==> src/rtl/tt_vpu_pkg.sv <==
// ---------------------------------------------------------------------------
// tt_vpu_pkg
// Shared types for the VPU issue-side speculative queue.
//   iq_entry_t : one queue entry (opaque payload, scoreboard id, senior bit)
//                sized for the default queue configuration.
//   iq_ptr_t   : circular-buffer pointer with wrap-phase bit.
//   disp_cmd_e : last dispatch command seen, used to filter repeated kills.
// ---------------------------------------------------------------------------
package tt_vpu_pkg;

  localparam int unsigned IQ_DEPTH     = 8;
  localparam int unsigned IQ_PAYLOAD_W = 137;
  localparam int unsigned IQ_SBID_W    = 5;
  localparam int unsigned IQ_AW        = $clog2(IQ_DEPTH);

  typedef struct packed {
    logic [IQ_PAYLOAD_W-1:0] payload;
    logic [IQ_SBID_W-1:0]    sb_id;
    logic                    senior;
  } iq_entry_t;

  typedef struct packed {
    logic             phase;
    logic [IQ_AW-1:0] idx;
  } iq_ptr_t;

  typedef enum logic [1:0] {
    DCMD_NONE   = 2'd0,
    DCMD_SENIOR = 2'd1,
    DCMD_KILL   = 2'd2
  } disp_cmd_e;

endpackage

==> src/rtl/tt_phase_ptr.sv <==
// ---------------------------------------------------------------------------
// tt_phase_ptr
// Circular-buffer pointer with a wrap-phase bit in the MSB.
// Ports:
//   clk, reset      : clock, asynchronous active-high reset (pointer -> 0)
//   inc_i           : advance pointer by one
//   load_i          : load load_val_i (takes priority over inc_i)
//   load_val_i      : pointer+phase value to load
//   ptr_o           : current {phase, index}
// ---------------------------------------------------------------------------
module tt_phase_ptr #(
  parameter int unsigned AW = 3
) (
  input  logic        clk,
  input  logic        reset,
  input  logic        inc_i,
  input  logic        load_i,
  input  logic [AW:0] load_val_i,
  output logic [AW:0] ptr_o
);

  logic [AW:0] ptr_q;
  logic [AW:0] ptr_d;

  // Next pointer: the depth is a power of two, so the carry out of the index
  // field on wrap from DEPTH-1 toggles the phase bit for free.
  always_comb begin
    if (load_i) begin
      ptr_d = load_val_i;
    end else if (inc_i) begin
      ptr_d = ptr_q + {{AW{1'b0}}, 1'b1};
    end else begin
      ptr_d = ptr_q;
    end
  end

  // Pointer register
  always_ff @(posedge clk or posedge reset) begin
    if (reset) begin
      ptr_q <= '0;
    end else begin
      ptr_q <= ptr_d;
    end
  end

  assign ptr_o = ptr_q;

endmodule

==> src/rtl/tt_spec_issue_queue.sv <==
// ---------------------------------------------------------------------------
// tt_spec_issue_queue
// Speculative in-order issue queue. Entries are pushed speculatively; the
// dispatcher either promotes the oldest speculative entry to senior
// (disp_senior) or discards all speculative entries (disp_kill). Only senior
// entries can leave through the pop port.
//   Region [rd_ptr, disp_ptr) : senior entries, poppable in order
//   Region [disp_ptr, wr_ptr) : speculative entries, discarded on kill
// Ports:
//   clk, reset                      : clock, async active-high reset
//   push_valid/ready/payload/sb_id  : enqueue handshake and entry contents
//   disp_senior/kill/sb_id          : dispatch commands
//   pop_valid/ready/payload/sb_id   : head-entry handshake
//   count                           : occupied entries
//   credit_ret                      : one-cycle pulse per popped entry
//   proto_err                       : sticky dispatch protocol error
// Build option:
//   TT_SPEC_ISSUE_QUEUE_SBID_CHECK_EN : compare disp_sb_id against the entry
//   being promoted; a mismatch raises proto_err (promotion still happens).
// ---------------------------------------------------------------------------
module tt_spec_issue_queue
  import tt_vpu_pkg::*;
#(
  parameter int unsigned DEPTH     = 8,
  parameter int unsigned PAYLOAD_W = 137,
  parameter int unsigned SBID_W    = 5
) (
  input  logic                       clk,
  input  logic                       reset,
  input  logic                       push_valid,
  output logic                       push_ready,
  input  logic [PAYLOAD_W-1:0]       push_payload,
  input  logic [SBID_W-1:0]          push_sb_id,
  input  logic                       disp_senior,
  input  logic                       disp_kill,
  input  logic [SBID_W-1:0]          disp_sb_id,
  output logic                       pop_valid,
  input  logic                       pop_ready,
  output logic [PAYLOAD_W-1:0]       pop_payload,
  output logic [SBID_W-1:0]          pop_sb_id,
  output logic [$clog2(DEPTH):0]     count,
  output logic                       credit_ret,
  output logic                       proto_err
);

  localparam int unsigned AW = $clog2(DEPTH);

  logic [PAYLOAD_W-1:0] pl_mem [DEPTH];
  logic [SBID_W-1:0]    sb_mem [DEPTH];
  logic [DEPTH-1:0]     senior_q, senior_d;
  disp_cmd_e            last_cmd_q, last_cmd_d;
  logic                 proto_err_q, proto_err_d;
  logic                 credit_q;

  logic [AW:0]   wr_ptr, rd_ptr, disp_ptr;
  logic [AW-1:0] wr_idx, rd_idx, disp_idx;
  logic [AW:0]   occ;
  logic          full, empty;
  logic          push_fire, pop_fire;
  logic          push_at_disp, sen_ok, kill_ok, sb_mismatch;

  assign wr_idx   = wr_ptr[AW-1:0];
  assign rd_idx   = rd_ptr[AW-1:0];
  assign disp_idx = disp_ptr[AW-1:0];

  // Phase-extended subtraction gives 0..DEPTH without ambiguity.
  assign occ   = wr_ptr - rd_ptr;
  assign full  = (occ == (AW+1)'(DEPTH));
  assign empty = (occ == '0);

  assign push_ready = !full && !disp_kill;
  assign push_fire  = push_valid && push_ready;
  assign pop_valid  = !empty && senior_q[rd_idx];
  assign pop_fire   = pop_valid && pop_ready;

  // No speculative entry exists when disp_ptr has caught up with wr_ptr;
  // then only a same-cycle push can be promoted.
  assign push_at_disp = (disp_ptr == wr_ptr);
  assign sen_ok       = disp_senior && (!push_at_disp || push_fire);
  // A kill alongside a senior is ignored; a kill right after a kill is a no-op.
  assign kill_ok      = disp_kill && !disp_senior && (last_cmd_q != DCMD_KILL);

`ifdef TT_SPEC_ISSUE_QUEUE_SBID_CHECK_EN
  logic [SBID_W-1:0] exp_sb_id;
  assign exp_sb_id   = push_at_disp ? push_sb_id : sb_mem[disp_idx];
  assign sb_mismatch = sen_ok && (disp_sb_id != exp_sb_id);
`else
  logic unused_disp_sb_id;
  assign unused_disp_sb_id = ^disp_sb_id;
  assign sb_mismatch       = 1'b0;
`endif

  tt_phase_ptr #(.AW(AW)) u_wr_ptr (
    .clk(clk), .reset(reset), .inc_i(push_fire), .load_i(kill_ok),
    .load_val_i(disp_ptr), .ptr_o(wr_ptr)
  );

  tt_phase_ptr #(.AW(AW)) u_rd_ptr (
    .clk(clk), .reset(reset), .inc_i(pop_fire), .load_i(1'b0),
    .load_val_i('0), .ptr_o(rd_ptr)
  );

  tt_phase_ptr #(.AW(AW)) u_disp_ptr (
    .clk(clk), .reset(reset), .inc_i(sen_ok), .load_i(1'b0),
    .load_val_i('0), .ptr_o(disp_ptr)
  );

  // Senior bits: a promotion of the slot being written this cycle wins.
  always_comb begin
    senior_d = senior_q;
    if (pop_fire) begin
      senior_d[rd_idx] = 1'b0;
    end
    if (push_fire) begin
      senior_d[wr_idx] = 1'b0;
    end
    if (sen_ok) begin
      senior_d[disp_idx] = 1'b1;
    end
  end

  // Last dispatch command and sticky protocol error
  always_comb begin
    if (disp_senior) begin
      last_cmd_d = DCMD_SENIOR;
    end else if (disp_kill) begin
      last_cmd_d = DCMD_KILL;
    end else begin
      last_cmd_d = last_cmd_q;
    end
    proto_err_d = proto_err_q
                | (disp_senior && !sen_ok)
                | (disp_senior && disp_kill)
                | sb_mismatch;
  end

  // Control state registers
  always_ff @(posedge clk or posedge reset) begin
    if (reset) begin
      senior_q    <= '0;
      last_cmd_q  <= DCMD_NONE;
      proto_err_q <= 1'b0;
      credit_q    <= 1'b0;
    end else begin
      senior_q    <= senior_d;
      last_cmd_q  <= last_cmd_d;
      proto_err_q <= proto_err_d;
      credit_q    <= pop_fire;
    end
  end

  // Entry storage; contents are only meaningful while pop_valid is high
  always_ff @(posedge clk) begin
    if (push_fire) begin
      pl_mem[wr_idx] <= push_payload;
      sb_mem[wr_idx] <= push_sb_id;
    end
  end

  assign pop_payload = pl_mem[rd_idx];
  assign pop_sb_id   = sb_mem[rd_idx];
  assign count       = occ;
  assign credit_ret  = credit_q;
  assign proto_err   = proto_err_q;

endmodule

==> config.mk <==
export PLATFORM = sky130hd
export DESIGN_NAME = tt_spec_issue_queue
export DESIGN_NICKNAME = d
export VERILOG_FILES = /design/src/rtl/tt_vpu_pkg.sv /design/src/rtl/tt_phase_ptr.sv /design/src/rtl/tt_spec_issue_queue.sv
export SDC_FILE = /design/constraint.sdc
export NUM_CORES = 1
export LEC_CHECK = 0
export BUFFER_PORTS_ARGS = -buffer_cell sky130_fd_sc_hd__buf_2
export CORE_MARGIN = 2
export CORE_UTILIZATION = 45
export CTS_BUF_LIST = sky130_fd_sc_hd__clkbuf_4 sky130_fd_sc_hd__clkbuf_8
export CTS_CLUSTER_SIZE = 28
export DETAILED_ROUTE_END_ITERATION = 16
export GPL_TIMING_DRIVEN = 1
export PLACE_DENSITY = 0.7
export SLEW_MARGIN = 10
export SYNTH_ARGS = -nofsm -noshare
export SYNTH_HDL_FRONTEND = slang
export SYNTH_SLANG_ARGS = --single-unit
==> constraint.sdc <==
create_clock -name clk -period 19.04 [get_ports clk]
set_clock_uncertainty 0.05 [all_clocks]
set_input_delay 3.808 -clock clk [delete_from_list [all_inputs] [get_ports clk]]
set_output_delay 3.808 -clock clk [all_outputs]
set_load 0.01 [all_outputs]
==> results.cfg, run 1 <==
[power_and_ir_drop]
powerDensity_nw_per_um2 = 153
swShare_pct = 34.3
seqPwrFrac_pct = 40.8
power.internal_w = 0.00514
peakVddDrop_v = 0.000100
p_leak_nw = 17.0
switchingPower_w = 0.00269
pwr-share-comb_pct = 32.0
clock_power_share_pct = 27.2

[global_routing]
grt_max_degree = 154
grt_pass1_wl_um = 161000
antenna_found_initial = 31
first_global_vias = 25900
track_usage_pct = 21.1
overflow = 0

[timing]
tightest_slew_ns = 1.25
report.final.slew_viol_count = 0
fin_setup_tns_ns = 0
period_minus_slack_ns = 8.42
hold_violations = 0
fmax_mhz = 119
rsz0062_at_grt = false
period_share_pct = 44.2
setup_viol = 0
relSlewSlack_pct = 16.4
setup_slack_ns = 10.62

[clock_tree]
insertion_delay_ns = 0.85
cts_sinks = 1160
post_cts.repair.setup_buffers = 0
cts_made_buffers = 185
htree_levels = 4
ctsRootBufferMaster = clkbuf_8
holdBufCountCts = 0
cts_resized = 0
clockBufferDepth = 3
clk_pin_slew_ns = 0.06
cts_tree = yes

[floorplanning]
die_y_um = 319
dieWidth_um = 319
fp.coreArea_um2 = 98300
initial_core_util_pct = 45.4
ios = 303
rows = 115
die_area_um2 = 102000

[drt]
wl_um = 109000
routedWlPerCell_um = 25.2
dr.first_iter.drc_count = 2097
vias_per_cell = 5.75
antenna_left = 0
vias = 24800
firstDrtPassIters = 7
drc = 0

[critical_path]
cp.depth = 6
cp_cell_sequence = buf_4 -> buf_4 -> mux2_2 -> nand2_1 -> o221ai_1 -> buf_2
slowest_delay_ns = 1.05
ff2ff_path_depth = 10
crit_path_max_fanout = 85
critPathKind = reg2out
crit_top_cell = buf_4
crit_path_end_kind = primary output
critPathLaunchType = flop
cp_top_family = buffers and inverters
required_ns = 15.18
path_buf_inv = 3
crit_slowest_cell = dfrtp_4
crit_arrival_ns = 4.56

[finish]
final_layout_size_suffix_gt1_share_pct = 30.2
final_cell_mix = edfxtp_1 (1,136), buf_2 (297), mux2_2 (245), clkbuf_8 (186), a22oi_1 (126)
layout_commonest_cell = edfxtp_1
area_growth_pct = 15.0
fin_util_pct = 52.2
fin_nets = 3023

[synth]
ys_seq_elements = 1160
syn-cell-area_um2 = 44600
synthCells = 2508
async_reset_ff_share_pct = 2.07
syn_avg_cell_area_um2 = 17.8
ys_types = 58
yosysSeqAreaShare_pct = 77.8
synth_flop_cell = edfxtp_1
synth_edf_count = 1136
yosysWarnings = 0
syn_nets = 2668

[job]
maxCapViolCount = 0

[place]
pre_cts_slack_ns = 11.01
gp_congestion = 0.737
io_buffers = 297
dp_hpwl_um = 55100

[worst_hold_path]
min_path_cells = 1
hp-class = reg2reg

[status]
outcome = completed
flip-flops by register name, indices dropped and copies added (netlist names):
signal and flops:
u_disp_ptr.ptr_o 4, pl_mem 1096, credit_ret 1, last_cmd_q 2, u_wr_ptr.ptr_o 4, proto_err 1, senior_q 8, u_rd_ptr.ptr_o 4
sb_mem 40
final cells by class:
type,instances,area [um2]
inverter,16,75.1
tap,1287,1610
multi-input combinational,1159,9230
clock buffer,249,3030
sequential,1160,34700
timing repair buffer,341,1850
clock inverter,88,718
fill,7793,47000
antenna,17,42.5
power groups by stage:
stage	clock [W]	sequential (W)	combinational (W)
floorplan	0	0.00318	0.00165
CTS	0.00218	0.00319	0.00253
detailed placement	0	0.00325	0.00252
finish	0.00213	0.00319	0.00250
global route	0.00230	0.00321	0.00269
global placement	0	0.00323	0.00247
cell usage after synthesis, types with 11 or more instances:
cell / n / area [um2]
buf_2: 21 / 105
xnor2_1: 11 / 96.3
o22ai_1: 59 / 369
inv_1: 14 / 52.6
nor2_1: 119 / 447
nand2_1: 98 / 368
a221oi_1: 112 / 981
edfxtp_1: 1136 / 34100
o21ai_0: 17 / 85.1
buf_1: 23 / 86.3
clkbuf_1: 126 / 473
a221o_1: 16 / 160
mux2i_1: 102 / 1020
mux2_2: 245 / 2760
a21oi_1: 91 / 455
a22o_1: 16 / 140
o221ai_1: 70 / 613
a22oi_1: 126 / 946
dfrtp_1: 24 / 601
routing by layer:
metal | share of wire [%] | global-route usage [%]
met4 | 2.1 | 6.98
met2 | 50 | 35.6
met3 | 8.2 | 6.38
met5 | 0.20 | 0
met1 | 39 | 25.8
logic make-up (layout without fill, tap and decap cells):
logic type / Yosys count / after routing / share of synthesized area (%)
xor+xnor: 14 / 14 / 0.275
buf+inv: 189 / 694 / 1.69
simple gates: 246 / 246 / 2.25
compound gates: 534 / 534 / 8.96
mux: 358 / 358 / 8.81
flops: 1160 / 1160 / 77.8
other cells: 0 / 17 / 0
fa+ha+maj: 7 / 7 / 0.213
worst register-to-register path, stage by stage, from the launching register on:
cell and delay (ns):
dfrtp_4 1.05, ha_1 0.36, inv_1 0.06, fa_1 0.37
xor2_1 0.17, or3_1 0.29, o31a_1 0.50, nand3_1 0.28
inv_6 0.64, buf_4 0.91, buf_4 0.71
through the flow:
| step | area, um2 | hold WS, ns | total power [W] | cells |
|---|---|---|---|---|
| floorplan | 44600 | 0.414 | 0.00483 | 2508 |
| global placement | 47500 | 0.429 | 0.00570 | 3963 |
| detailed placement | 47500 | 0.433 | 0.00576 | 3963 |
| CTS | 51200 | 0.451 | 0.00790 | 4300 |
| global route | 51300 | 0.464 | 0.00820 | 4308 |
| finish | 51300 | 0.448 | 0.00783 | 4317 |
final timing paths:
| kind | startpoint | end | slack, ns |
|---|---|---|---|
| setup / recovery | u_rd_ptr.ptr_o[0] | pop_payload[0] | 10.62 |
| hold reg to reg | proto_err | proto_err | 0.45 |
| hold / removal | proto_err | proto_err | 0.45 |
| setup reg to reg | u_rd_ptr.ptr_o[0] | pl_mem[1][89] | 13.23 |
| max in group asynchronous | reset | u_rd_ptr.ptr_o[0] | 15.11 |
| min in group asynchronous | reset | senior_q[7] | 3.14 |
Power figures use the tool's default switching activity.
==> run 2, diff against run 1 <==
Clock period 19.04 ns to 7.4 ns, I/O delays scaled along.
==> results.cfg, run 2 (synthesis results as in run 1) <==
[clock_tree]
post_cts.repair.setup_buffers = 0
ctsRootBufferMaster = clkbuf_8
cts_sinks = 1160
holdBufCountCts = 0
cts_resized = 0
clk_pin_slew_ns = 0.06
htree_levels = 4
insertion_delay_ns = 0.87
cts_tree = yes
cts_made_buffers = 185
clockBufferDepth = 3

[timing]
period_share_pct = 80.3
period_minus_slack_ns = 5.94
rsz0062_at_grt = false
relSlewSlack_pct = 21.9
hold_violations = 0
report.final.slew_viol_count = 0
fin_setup_tns_ns = 0
setup_viol = 0
hold_ws_ns = 0.442
setup_slack_ns = 1.46
tightest_slew_ns = 1.17
fmax_mhz = 168

[worst_hold_path]
hp-class = reg2reg

[power_and_ir_drop]
switchingPower_w = 0.00690
clock_power_share_pct = 26.2
seqPwrFrac_pct = 41.2
peakVddDrop_v = 0.000314
power.internal_w = 0.0130
swShare_pct = 34.7
pwr-share-comb_pct = 32.6
powerDensity_nw_per_um2 = 389
p_leak_nw = 17.0

[place]
gp_congestion = 0.742
io_buffers = 297
pre_cts_slack_ns = 2.33
dp_hpwl_um = 54900
dp_cells = 3963

[finish]
final_cell_mix = edfxtp_1 (1,136), buf_2 (297), mux2_2 (245), clkbuf_8 (186), a22oi_1 (126)
final_layout_size_suffix_gt1_share_pct = 29.9
regMostFlops = pl_mem
seq_area_um2 = 34700
fillers = 7774
largestRegisters = pl_mem: 1096 flops, sb_mem: 40 flops, senior_q: 8 flops
fin_nets = 3023
area_growth_pct = 14.8
final_cells = 4303
largest_register_ff_count = 1096
multi_input_area_um2 = 9240
fin_util_pct = 52.1
layout_commonest_cell = edfxtp_1

[floorplanning]
ios = 303
fp.coreArea_um2 = 98300
die_area_um2 = 102000
rows = 115
initial_core_util_pct = 45.4
dieWidth_um = 319
die_y_um = 319

[drt]
antenna_left = 0
firstDrtPassIters = 5
vias_per_cell = 5.76
wl_um = 109000
dr.first_iter.drc_count = 2204
drc = 0
vias = 24800
routedWlPerCell_um = 25.4

[status]
outcome = completed

[global_routing]
first_global_vias = 26300
antenna_found_initial = 23
grt_pass1_wl_um = 162000
grt_max_degree = 169
overflow = 0
track_usage_pct = 21.2

[job]
maxCapViolCount = 0

[critical_path]
crit_arrival_ns = 4.41
crit_path_max_fanout = 109
critPathKind = reg2out
critPathLaunchType = flop
required_ns = 5.87
cp_cell_sequence = buf_12 -> buf_4 -> mux2_2 -> a22oi_1 -> o221ai_1 -> buf_2
crit_slowest_cell = buf_4
slowest_delay_ns = 0.91
crit_path_end_kind = primary output
## run 2: cell types whose count changed in the layout (fill, tap and decap cells not counted), moves of 2 or more
| cell | previous run | this run |
|---|---|---|
| buf_12 | 3 | 14 |
| buf_4 | 41 | 30 |
| bufinv_16 | 9 | 2 |
| clkbuf_4 | 63 | 67 |
| clkinv_1 | 43 | 45 |
| clkinv_2 | 21 | 14 |
| clkinv_8 | 4 | 2 |
| diode_2 | 17 | 11 |
| inv_12 | 1 | 4 |
| inv_6 | 4 | 6 |
| inv_8 | 5 | 1 |
| nor3_2 | 3 | 1 |
| nor3_4 | 0 | 2 |
## run 2: layer usage
metal | wire, um | part of all wire [%] | global-route usage, %
met1 | 43300 | 40 | 25.8
met2 | 55300 | 51 | 36.3
met3 | 8530 | 7.8 | 6.36
met4 | 2040 | 1.9 | 6.57
met5 | 203 | 0.19 | 0
## run 2: path summary, 6_finish.rpt
kind | cells after the start | slack [ns] | from | endpoint
worst min register to register | 1 | 0.44 | proto_err | proto_err
worst min-delay path | 1 | 0.44 | proto_err | proto_err
max in group asynchronous | 2 | 5.75 | reset | u_rd_ptr.ptr_o[2]
min in group asynchronous | 2 | 0.80 | reset | u_disp_ptr.ptr_o[2]
worst max-delay path | 6 | 1.46 | u_rd_ptr.ptr_o[1] | pop_payload[56]
worst max register to register | 8 | 2.63 | u_rd_ptr.ptr_o[1] | pl_mem[7][134]
## run 2: stage by stage
stage | power [W] | area, um2
after floorplan | 0.0124 | 44600
after global placement | 0.0147 | 47600
after detailed placement | 0.0149 | 47600
after CTS | 0.0201 | 51200
after global routing | 0.0209 | 51200
final | 0.0199 | 51200
## run 2: layout make-up
class / count / area share (%)
flip-flops and latches: 1160 / 67.8
well taps: 1287 / 3.14
multi-input cells: 1159 / 18.0
clock inverters: 76 / 0.931
clock buffers: 253 / 5.98
diodes: 11 / 0.0538
repair buffers: 341 / 3.89
inverters: 16 / 0.147
## run 2: power by group through the flow
stage	registers, W	logic (W)	clock network, W
2_1_floorplan	0.00816	0.00425	0
3_3_place_gp	0.00829	0.00644	0
3_5_place_dp	0.00834	0.00655	0
4_1_cts	0.00820	0.00657	0.00535
5_1_grt	0.00825	0.00702	0.00562
6_report	0.00820	0.00650	0.00522
## run 2: worst max-delay path, delay by kind of cell, from the launching register on
kind	cells	cell delay, ns
buf+inv	3	1.78
flops	1	0.85
compound gates	2	0.37
mux	1	0.42
